==> config.mk <==
export PLATFORM = sky130hd
export DESIGN_NAME = bp_retire_sched
export DESIGN_NICKNAME = d
export VERILOG_FILES = /design/src/rtl/bp_retire_sched.sv
export SDC_FILE = /design/constraint.sdc
export NUM_CORES = 1
export LEC_CHECK = 0
export CAP_MARGIN = 20
export CORE_MARGIN = 10
export CORE_UTILIZATION = 35
export CTS_BUF_LIST = sky130_fd_sc_hd__clkbuf_8 sky130_fd_sc_hd__clkbuf_16
export CTS_CLUSTER_SIZE = 16
export DETAILED_ROUTE_END_ITERATION = 8
export SYNTH_ARGS = -nofsm -noshare
export SYNTH_HDL_FRONTEND = slang
export SYNTH_SLANG_ARGS = --single-unit
==> constraint.sdc <==
create_clock -name clk -period 4.3 [get_ports clk]
set_clock_uncertainty 0.2 [all_clocks]
set_input_delay 0.43 -clock clk [delete_from_list [all_inputs] [get_ports clk]]
set_output_delay 0.43 -clock clk [all_outputs]
set_load 0.02 [all_outputs]
==> src/rtl/bp_retire_sched.sv <==
// rtl/bp_retire_sched.sv - in-order retire scheduler feeding one-cycle update pulses to a gshare predictor
// Branches are tracked in a circular queue, resolved out of order, and retired in order through an IDLE/PULSE/GAP FSM.
module bp_retire_sched #(
  parameter int DEPTH  = 4,
  parameter int TAG_W  = 2,
  parameter int ADDR_W = 8
) (
  input  logic              clk,
  input  logic              rst,
  input  logic              pred_valid,
  input  logic [ADDR_W-1:0] pred_pc,
  output logic              pred_ready,
  output logic [TAG_W-1:0]  pred_tag,
  output logic              bp_start,
  input  logic              bp_prediction,
  input  logic              res_valid,
  input  logic [TAG_W-1:0]  res_tag,
  input  logic              res_taken,
  output logic              bp_update,
  output logic [ADDR_W-1:0] bp_update_addr,
  output logic              bp_branch_taken,
  output logic              mispredict,
  output logic [TAG_W:0]    count
);

  typedef enum logic [1:0] {IDLE, PULSE, GAP} state_t;

  state_t              state_q, state_d;
  logic [TAG_W-1:0]    head_q, head_d, tail_q, tail_d;
  logic [TAG_W:0]      count_q, count_d;
  logic [DEPTH-1:0]    valid_q, valid_d, resolved_q, resolved_d;
  logic [DEPTH-1:0]    pred_q, pred_d, actual_q, actual_d;
  logic [ADDR_W-1:0]   pc_q [DEPTH];
  logic [ADDR_W-1:0]   pc_d [DEPTH];
  logic                flag_q, flag_d;
  logic                bp_update_q, bp_update_d;
  logic                mispredict_q, mispredict_d;
  logic [ADDR_W-1:0]   addr_q, addr_d;
  logic                taken_q, taken_d;

  logic alloc, pop, flush, head_res, head_ready, head_actual;

  assign pred_ready      = (count_q < (TAG_W+1)'(DEPTH)) && !(state_q == PULSE && flag_q);
  assign alloc           = pred_valid && pred_ready;
  assign bp_start        = alloc;
  assign pred_tag        = tail_q;
  assign bp_update       = bp_update_q;
  assign mispredict      = mispredict_q;
  assign bp_update_addr  = addr_q;
  assign bp_branch_taken = taken_q;
  assign count           = count_q;

  // A resolve aimed at the head this cycle is forwarded so retirement starts on the next edge.
  assign head_res    = res_valid && (res_tag == head_q);
  assign head_ready  = valid_q[head_q] && (resolved_q[head_q] || head_res);
  assign head_actual = head_res ? res_taken : actual_q[head_q];

  always_comb begin
    state_d      = state_q;
    head_d       = head_q;
    tail_d       = tail_q;
    valid_d      = valid_q;
    resolved_d   = resolved_q;
    pred_d       = pred_q;
    actual_d     = actual_q;
    pc_d         = pc_q;
    flag_d       = flag_q;
    bp_update_d  = 1'b0;
    mispredict_d = 1'b0;
    addr_d       = addr_q;
    taken_d      = taken_q;
    pop          = 1'b0;
    flush        = 1'b0;

    if (res_valid && valid_q[res_tag]) begin
      resolved_d[res_tag] = 1'b1;
      actual_d[res_tag]   = res_taken;
    end

    if (alloc) begin
      valid_d[tail_q]    = 1'b1;
      resolved_d[tail_q] = 1'b0;
      pred_d[tail_q]     = bp_prediction;
      pc_d[tail_q]       = pred_pc;
      tail_d             = tail_q + TAG_W'(1);
    end

    case (state_q)
      IDLE, GAP: begin
        state_d = IDLE;
        if (head_ready) begin
          addr_d       = pc_q[head_q];
          taken_d      = head_actual;
          flag_d       = pred_q[head_q] != head_actual;
          bp_update_d  = 1'b1;
          mispredict_d = pred_q[head_q] != head_actual;
          state_d      = PULSE;
        end
      end
      PULSE: begin
        pop     = 1'b1;
        flush   = flag_q;
        state_d = GAP;
      end
      default: state_d = IDLE;
    endcase

    if (pop) begin
      valid_d[head_q] = 1'b0;
      head_d          = head_q + TAG_W'(1);
    end

    count_d = count_q + (TAG_W+1)'(alloc) - (TAG_W+1)'(pop);

    // Flush wins over everything: younger entries, same-cycle resolves and allocation are dropped.
    if (flush) begin
      valid_d = '0;
      tail_d  = head_q + TAG_W'(1);
      count_d = '0;
    end
  end

  always_ff @(posedge clk) begin
    if (!rst) begin
      state_q      <= IDLE;
      head_q       <= '0;
      tail_q       <= '0;
      count_q      <= '0;
      valid_q      <= '0;
      resolved_q   <= '0;
      pred_q       <= '0;
      actual_q     <= '0;
      pc_q         <= '{default: '0};
      flag_q       <= 1'b0;
      bp_update_q  <= 1'b0;
      mispredict_q <= 1'b0;
      addr_q       <= '0;
      taken_q      <= 1'b0;
    end else begin
      state_q      <= state_d;
      head_q       <= head_d;
      tail_q       <= tail_d;
      count_q      <= count_d;
      valid_q      <= valid_d;
      resolved_q   <= resolved_d;
      pred_q       <= pred_d;
      actual_q     <= actual_d;
      pc_q         <= pc_d;
      flag_q       <= flag_d;
      bp_update_q  <= bp_update_d;
      mispredict_q <= mispredict_d;
      addr_q       <= addr_d;
      taken_q      <= taken_d;
    end
  end

endmodule

==> impl_metrics.toml, run 1 <==
[floorplan]
top_level_ports = 34
start_util_pct = 36.1
dieHeight_um = 112
placementRows = 33
floorplan.die_area_um2 = 12500
placeableCoreArea_um2 = 8220
dieWidth_um = 112

[grt]
grt_remaining_overflow = 0
grt_start_max_net_pins = 47
first_global_vias = 2188
grt_antenna_before_repair = 0
grt_pass1_wl_um = 10900
groute.usage.overall_pct = 10.8

[place]
place.gp.congestion = 0.750
estimated_wirelength_of_the_detail_placed_design_um = 4590
place_ws_ns = 1.49
io_buffers = 33
postPlaceCellArea_um2 = 3370

[timing]
max_freq_ghz = 0.355
final.min_clock_period_ns = 2.82
slew_headroom_pct = 47.7
slew_worst_pin_ns = 0.782
grt_setup_unrepaired = "no"
slew_viol_final = 0
setup-tns-final_ns = 0
timing.final.hold_violations = 0
finalCritPeriodShare_pct = 65.5
post-route-worst-setup-slack_ns = 1.48
report.final.setup_viol = 0

[logic_synthesis]
fraction_of_the_yosys_area_taken_by_sequential_cells_pct = 46.6
postSynthCellCount = 275
synthDistinctLibCells = 39
synth_top_cells_by_count = "sky130_fd_sc_hd__dfxtp_1 (69), sky130_fd_sc_hd__nor2_1 (47), sky130_fd_sc_hd__mux2i_1 (39)"
synth.net_count = 301
ys_top_cells_by_area = "sky130_fd_sc_hd__dfxtp_1 (47%), sky130_fd_sc_hd__mux2i_1 (13%), sky130_fd_sc_hd__mux4_2 (8.4%)"
postSynth.asyncResetShare_pct = 0
most_used_standard_cell_by_instance_count_after_synthesis = "sky130_fd_sc_hd__dfxtp_1"
postSynthRegisterBits = 69
synthDominantCellAreaShare_pct = 46.6
postSynthAreaPerCell_um2 = 10.8
synth_top_flop_cell = "sky130_fd_sc_hd__dfxtp_1"
syn-cell-area_um2 = 2960
synth_enable_flop_cells = 0
synth_largest_area_cell = "sky130_fd_sc_hd__dfxtp_1"
synth.yosys.warnings = 0

[route]
wirelength_um = 6680
detail_route.iter0.violations = 49
remaining_drcs = 0
drt_pre_antenna_iters = 4
ant_nets = 0
route.detailed.wl_per_inst_um = 16.1
avgViaCountPerCell = 5.00
vias = 2072

[cts]
max-clock-path-buffers = 2
clock_transition_at_the_registers_of_the_reported_paths_ns = 0.06
tritoncts = "built"
htree_num_levels = 3
postCtsHoldBufs = 0
cts_repair_resize_count = 0
cts_made_buffers = 9
cts_root_buf = "sky130_fd_sc_hd__clkbuf_8"
cts_setup_buffers = 0
clock_sink_count = 69
clkLatencyLatePin_ns = 0.34

[final_layout]
finish.net_count = 332
area_of_combinational_cells_with_multiple_inputs_um2 = 1440
area.growth.synth_to_final_pct = 20.1
design_area_um2 = 3560
antenna_cells = 0
fillCellCount = 797
final-seq-area_um2 = 1380
post_route_cells_drive_above_1_share_pct = 10.0
finish.utilization_pct = 43.3

[run]
max-cap-violations = 0

[power]
cellPowerDensity_nw_per_um2 = 444
ir_drop_mv = 0.154
leakage_nw = 1.54

[worst_setup_path]
regToRegSetupSlack_ns = 1.74
cp_data_arrival_time_ns = 2.19
max_fanout_on_critical_path = 10
reg2regPathDepth = 7
critical_path.reg2reg.startpoint = "state_q[0]$_SDFF_PN0_"
reg2reg_to = "count[2]$_SDFF_PP0_"
ws_path_type = "reg -> out"
timing.critical_path.required_ns = 3.67
cp-end-kind = "primary output"
worst_setup_path_start_kind = "flop"

[worst_hold_path]
min_path_cells = 2
holdPathEnd = "resolved_q[3]$_SDFF_PN0_"
hold_path_class = "reg -> reg"
worstHoldStart = "resolved_q[3]$_SDFF_PN0_"

[status]
status = "finished clean"
[worst max-delay path: stages, from the launching register on]
cell	delay, ns
sky130_fd_sc_hd__dfxtp_1	0.39
sky130_fd_sc_hd__nor2b_1	0.59
sky130_fd_sc_hd__and2_1	0.28
sky130_fd_sc_hd__nor2_1	0.05
sky130_fd_sc_hd__clkdlybuf4s50_1	0.54
[layout make-up]
cell class / count / area share [%]
tap: 105 / 3.69
timing repair buffer: 36 / 9.91
inverter: 17 / 1.93
clock inverter: 4 / 1.41
multi-input combinational: 173 / 40.4
clock buffer: 10 / 3.87
sequential: 69 / 38.8
[metal layers]
metal / share of wire [%] / track usage [%] / vias up
met4: 1.9 / 5.08 / 0
met1: 45 / 12.8 / 993
met2: 48 / 17.6 / 45
li1: - / - / 1023
met5: 0 / 0 / -
met3: 5.2 / 3.19 / 11
[how the worst max path moves through the flow]
| stage | startpoint | endpoint | slack [ns] | cells after the start |
|---|---|---|---|---|
| 3_5_place_dp | pred_valid | bp_start | 1.49 | 5 |
| 4_1_cts | state_q[0]$_SDFF_PN0_ | pred_ready | 1.47 | 4 |
| 6_report | state_q[0]$_SDFF_PN0_ | pred_ready | 1.48 | 4 |
| 3_3_place_gp | pred_valid | bp_start | 1.54 | 5 |
| 2_1_floorplan | state_q[0]$_SDFF_PN0_ | count[2]$_SDFF_PP0_ | 2.07 | 8 |
| 5_1_grt | state_q[0]$_SDFF_PN0_ | pred_ready | 1.28 | 4 |
[cells in the final DEF, fill, tap and decap left out, types with 2 or more instances in the layout]
| cell | netlist | layout |
|---|---|---|
| sky130_fd_sc_hd__clkbuf_8 | 0 | 10 |
| sky130_fd_sc_hd__a22o_1 | 9 | 9 |
| sky130_fd_sc_hd__mux4_2 | 11 | 11 |
| sky130_fd_sc_hd__buf_4 | 0 | 3 |
| sky130_fd_sc_hd__clkinvlp_4 | 0 | 2 |
| sky130_fd_sc_hd__nand2b_1 | 2 | 2 |
| sky130_fd_sc_hd__inv_1 | 15 | 15 |
| sky130_fd_sc_hd__a221oi_1 | 6 | 6 |
| sky130_fd_sc_hd__clkdlybuf4s50_1 | 0 | 33 |
| sky130_fd_sc_hd__ha_1 | 9 | 9 |
| sky130_fd_sc_hd__nand2_1 | 5 | 5 |
| sky130_fd_sc_hd__nor2_1 | 47 | 47 |
| sky130_fd_sc_hd__nor3_1 | 2 | 2 |
| sky130_fd_sc_hd__and2_1 | 3 | 3 |
| sky130_fd_sc_hd__nand3_1 | 5 | 5 |
| sky130_fd_sc_hd__mux2i_1 | 39 | 39 |
| sky130_fd_sc_hd__nand4_1 | 2 | 2 |
| sky130_fd_sc_hd__xnor2_1 | 6 | 6 |
| sky130_fd_sc_hd__xor2_1 | 3 | 3 |
| sky130_fd_sc_hd__dfxtp_1 | 69 | 69 |
| sky130_fd_sc_hd__o21ai_0 | 2 | 2 |
| sky130_fd_sc_hd__a21oi_1 | 5 | 5 |
| sky130_fd_sc_hd__nor2b_1 | 2 | 2 |
[per-stage QoR]
stage	std cells	hold slack (ns)	total power [W]
floorplan	275	0.244	0.000973
global placement	400	0.262	0.00108
detailed placement	400	0.256	0.00109
CTS	414	0.269	0.00160
global route	414	0.294	0.00166
finish	414	0.264	0.00158
[state kept, by name, indices dropped and copies added (netlist names), 2 cells and up]
signal          cells
resolved_q          4
pred_tag            2
valid_q             4
head_q              2
state_q             2
actual_q            4
count               3
pc_q               32
bp_update_addr      8
pred_q              4
[power breakdown]
group / switching (W) / total [W] / internal, W
registers: 0.0000363 / 0.000728 / 0.000692
logic: 0.000176 / 0.000342 / 0.000166
clock network: 0.000234 / 0.000510 / 0.000276
[cell families (layout without fill, tap and decap cells)]
family	Yosys count	after routing	synth area share (%)
and+or+nand+nor	72	72	10.8
DFF	69	69	46.6
muxes	51	51	22.4
buffers and inverters	33	67	4.90
AOI/OAI and AO/OA	31	31	8.15
adders and majority gates	10	10	4.47
xor gates and xnor gates	9	9	2.66
(Power assumes the default switching activity.)
==> run 2: changes to the inputs <==
==> constraint.sdc (replaced) <==
create_clock -name clk -period 2.7 [get_ports clk]
set_clock_uncertainty 0.2 [all_clocks]
set_input_delay 0.27 -clock clk [delete_from_list [all_inputs] [get_ports clk]]
set_output_delay 0.27 -clock clk [all_outputs]
set_load 0.02 [all_outputs]
==> impl_metrics.toml, run 2 (synthesis results as in run 1) <==
[final_layout]
final-seq-area_um2 = 1380
finish.net_count = 342
area.growth.synth_to_final_pct = 24.6
final_common_cell = "sky130_fd_sc_hd__dfxtp_1"
post_route_cells_drive_above_1_share_pct = 13.4
largest_reg_flops = 32
layout_common_cells = "sky130_fd_sc_hd__dfxtp_1 (69), sky130_fd_sc_hd__nor2_1 (47), sky130_fd_sc_hd__mux2i_1 (39)"
fillCellCount = 781
largest-register = "pc_q"
stdcell_count = 426
antenna_cells = 0
area_of_combinational_cells_with_multiple_inputs_um2 = 1440

[cts]
tritoncts = "built"
clkLatencyLatePin_ns = 0.34
clock_transition_at_the_registers_of_the_reported_paths_ns = 0.07
max-clock-path-buffers = 2
htree_num_levels = 3
cts_root_buf = "sky130_fd_sc_hd__clkbuf_8"
postCtsHoldBufs = 0
clock_sink_count = 69
cts_setup_buffers = 0
cts_made_buffers = 9
cts_repair_resize_count = 0

[power]
leakage_nw = 1.62
power.share.sequential_pct = 41.9
cellPowerDensity_nw_per_um2 = 749
power.share.combinational_pct = 20.8
ir_drop_mv = 0.250
final_total_power_w = 0.00277
p_int_w = 0.00203
net-switching-power_w = 0.000741
clock_power_share_pct = 37.3
power_switching_share_pct = 26.8

[route]
detail_route.iter0.violations = 94
avgViaCountPerCell = 5.04
ant_nets = 0
vias = 2149
wirelength_um = 6690
drt_pre_antenna_iters = 4
route.detailed.wl_per_inst_um = 15.7
remaining_drcs = 0

[timing]
slew_worst_pin_ns = 0.516
finalCritPeriodShare_pct = 88.3
max_freq_ghz = 0.420
final.min_clock_period_ns = 2.38
slew_headroom_pct = 65.3
slew_viol_final = 0
grt_setup_unrepaired = "no"
report.final.setup_viol = 0
timing.final.hold_violations = 0
setup-tns-final_ns = 0

[grt]
grt_start_max_net_pins = 47
grt.met1_usage_pct = 13.4
global_route_met2_utilization_pct = 17.0
grt_pass1_wl_um = 11000
grt_remaining_overflow = 0
groute.layer.met3.usage_pct = 2.45
groute.usage.overall_pct = 10.8
grt_busiest_layer = "met2"
grt_antenna_before_repair = 0
first_global_vias = 2140

[floorplan]
dieHeight_um = 112
dieWidth_um = 112
start_util_pct = 36.1
placementRows = 33
placeableCoreArea_um2 = 8220
floorplan.die_area_um2 = 12500
top_level_ports = 34

[worst_hold_path]
worstHoldStart = "resolved_q[3]$_SDFF_PN0_"
hold_path_class = "reg -> reg"

[place]
placed_cells_incl_taps = 410
place.gp.congestion = 0.779
estimated_wirelength_of_the_detail_placed_design_um = 4650
io_buffers = 33

[worst_setup_path]
setup.worst_path.start = "state_q[0]$_SDFF_PN0_"
max_fanout_on_critical_path = 9
worst_setup_path_start_kind = "flop"
timing.critical_path.required_ns = 2.23
ws_path_type = "reg -> out"
cp-end-kind = "primary output"
cp_data_arrival_time_ns = 1.91
critical_path.reg2reg.startpoint = "head_q[0]$_SDFFE_PN0N_"

[status]
status = "finished clean"

[run]
max-cap-violations = 0
-- run 2: cell types whose count changed in the layout (fill, tap and decap cells not counted) --
cell,delta
sky130_fd_sc_hd__clkinv_2,+1
sky130_fd_sc_hd__inv_6,+1
sky130_fd_sc_hd__buf_4,+10
sky130_fd_sc_hd__clkinvlp_4,-2
sky130_fd_sc_hd__bufinv_16,+2
-- run 2: layout make-up --
class / instances / area share [%]
Clock buffer: 10 / 3.73
Timing Repair Buffer: 46 / 11.6
Sequential cell: 69 / 37.4
Tap cell: 105 / 3.56
Clock inverter: 6 / 2.95
Multi-Input combinational cell: 173 / 38.9
Inverter: 17 / 1.86
-- run 2: worst paths after layout --
path                            slack, ns                             end  cells after the start
worst min register to register       0.27        resolved_q[3]$_SDFF_PN0_                      2
worst max register to register       0.52  bp_update_addr[3]$_SDFFE_PN0P_                      4
worst max-delay path                 0.32                      pred_ready                      5
worst min-delay path                 0.27        resolved_q[3]$_SDFF_PN0_                      2
-- run 2: power groups by stage --
stage	Clock, W	Combinational [W]	Sequential [W]
3_3_place_gp	0	0.000572	0.00118
6_report	0.00103	0.000575	0.00116
3_5_place_dp	0	0.000577	0.00118
5_1_grt	0.00109	0.000628	0.00117
4_1_cts	0.00105	0.000581	0.00116
2_1_floorplan	0	0.000349	0.00120
-- run 2: critical path, cell delays in order, from the launching register on --
cell and delay, ns:
sky130_fd_sc_hd__dfxtp_1 0.41, sky130_fd_sc_hd__nor2b_1 0.23, sky130_fd_sc_hd__buf_4 0.19, sky130_fd_sc_hd__and2_1 0.17, sky130_fd_sc_hd__nor2_1 0.05, sky130_fd_sc_hd__clkdlybuf4s50_1 0.53
-- run 2: routing by layer --
metal	routed length, µm	vias up
met5	0	-
met4	120	0
met3	279	8
met2	3110	45
met1	3170	1047
li1	-	1049
-- run 2: per-stage QoR --
stage                     worst slack, ns  hold slack [ns]  instance area (µm²)  util (%)
final                               0.317            0.273                 3690      45.0
after global routing                0.206            0.291                 3690      45.0
after CTS                           0.268            0.274                 3690      45.0
after detailed placement            0.344            0.258                 3450      42.0
after global placement              0.419            0.257                 3450      42.0
after floorplan                     0.474            0.192                 2960         -
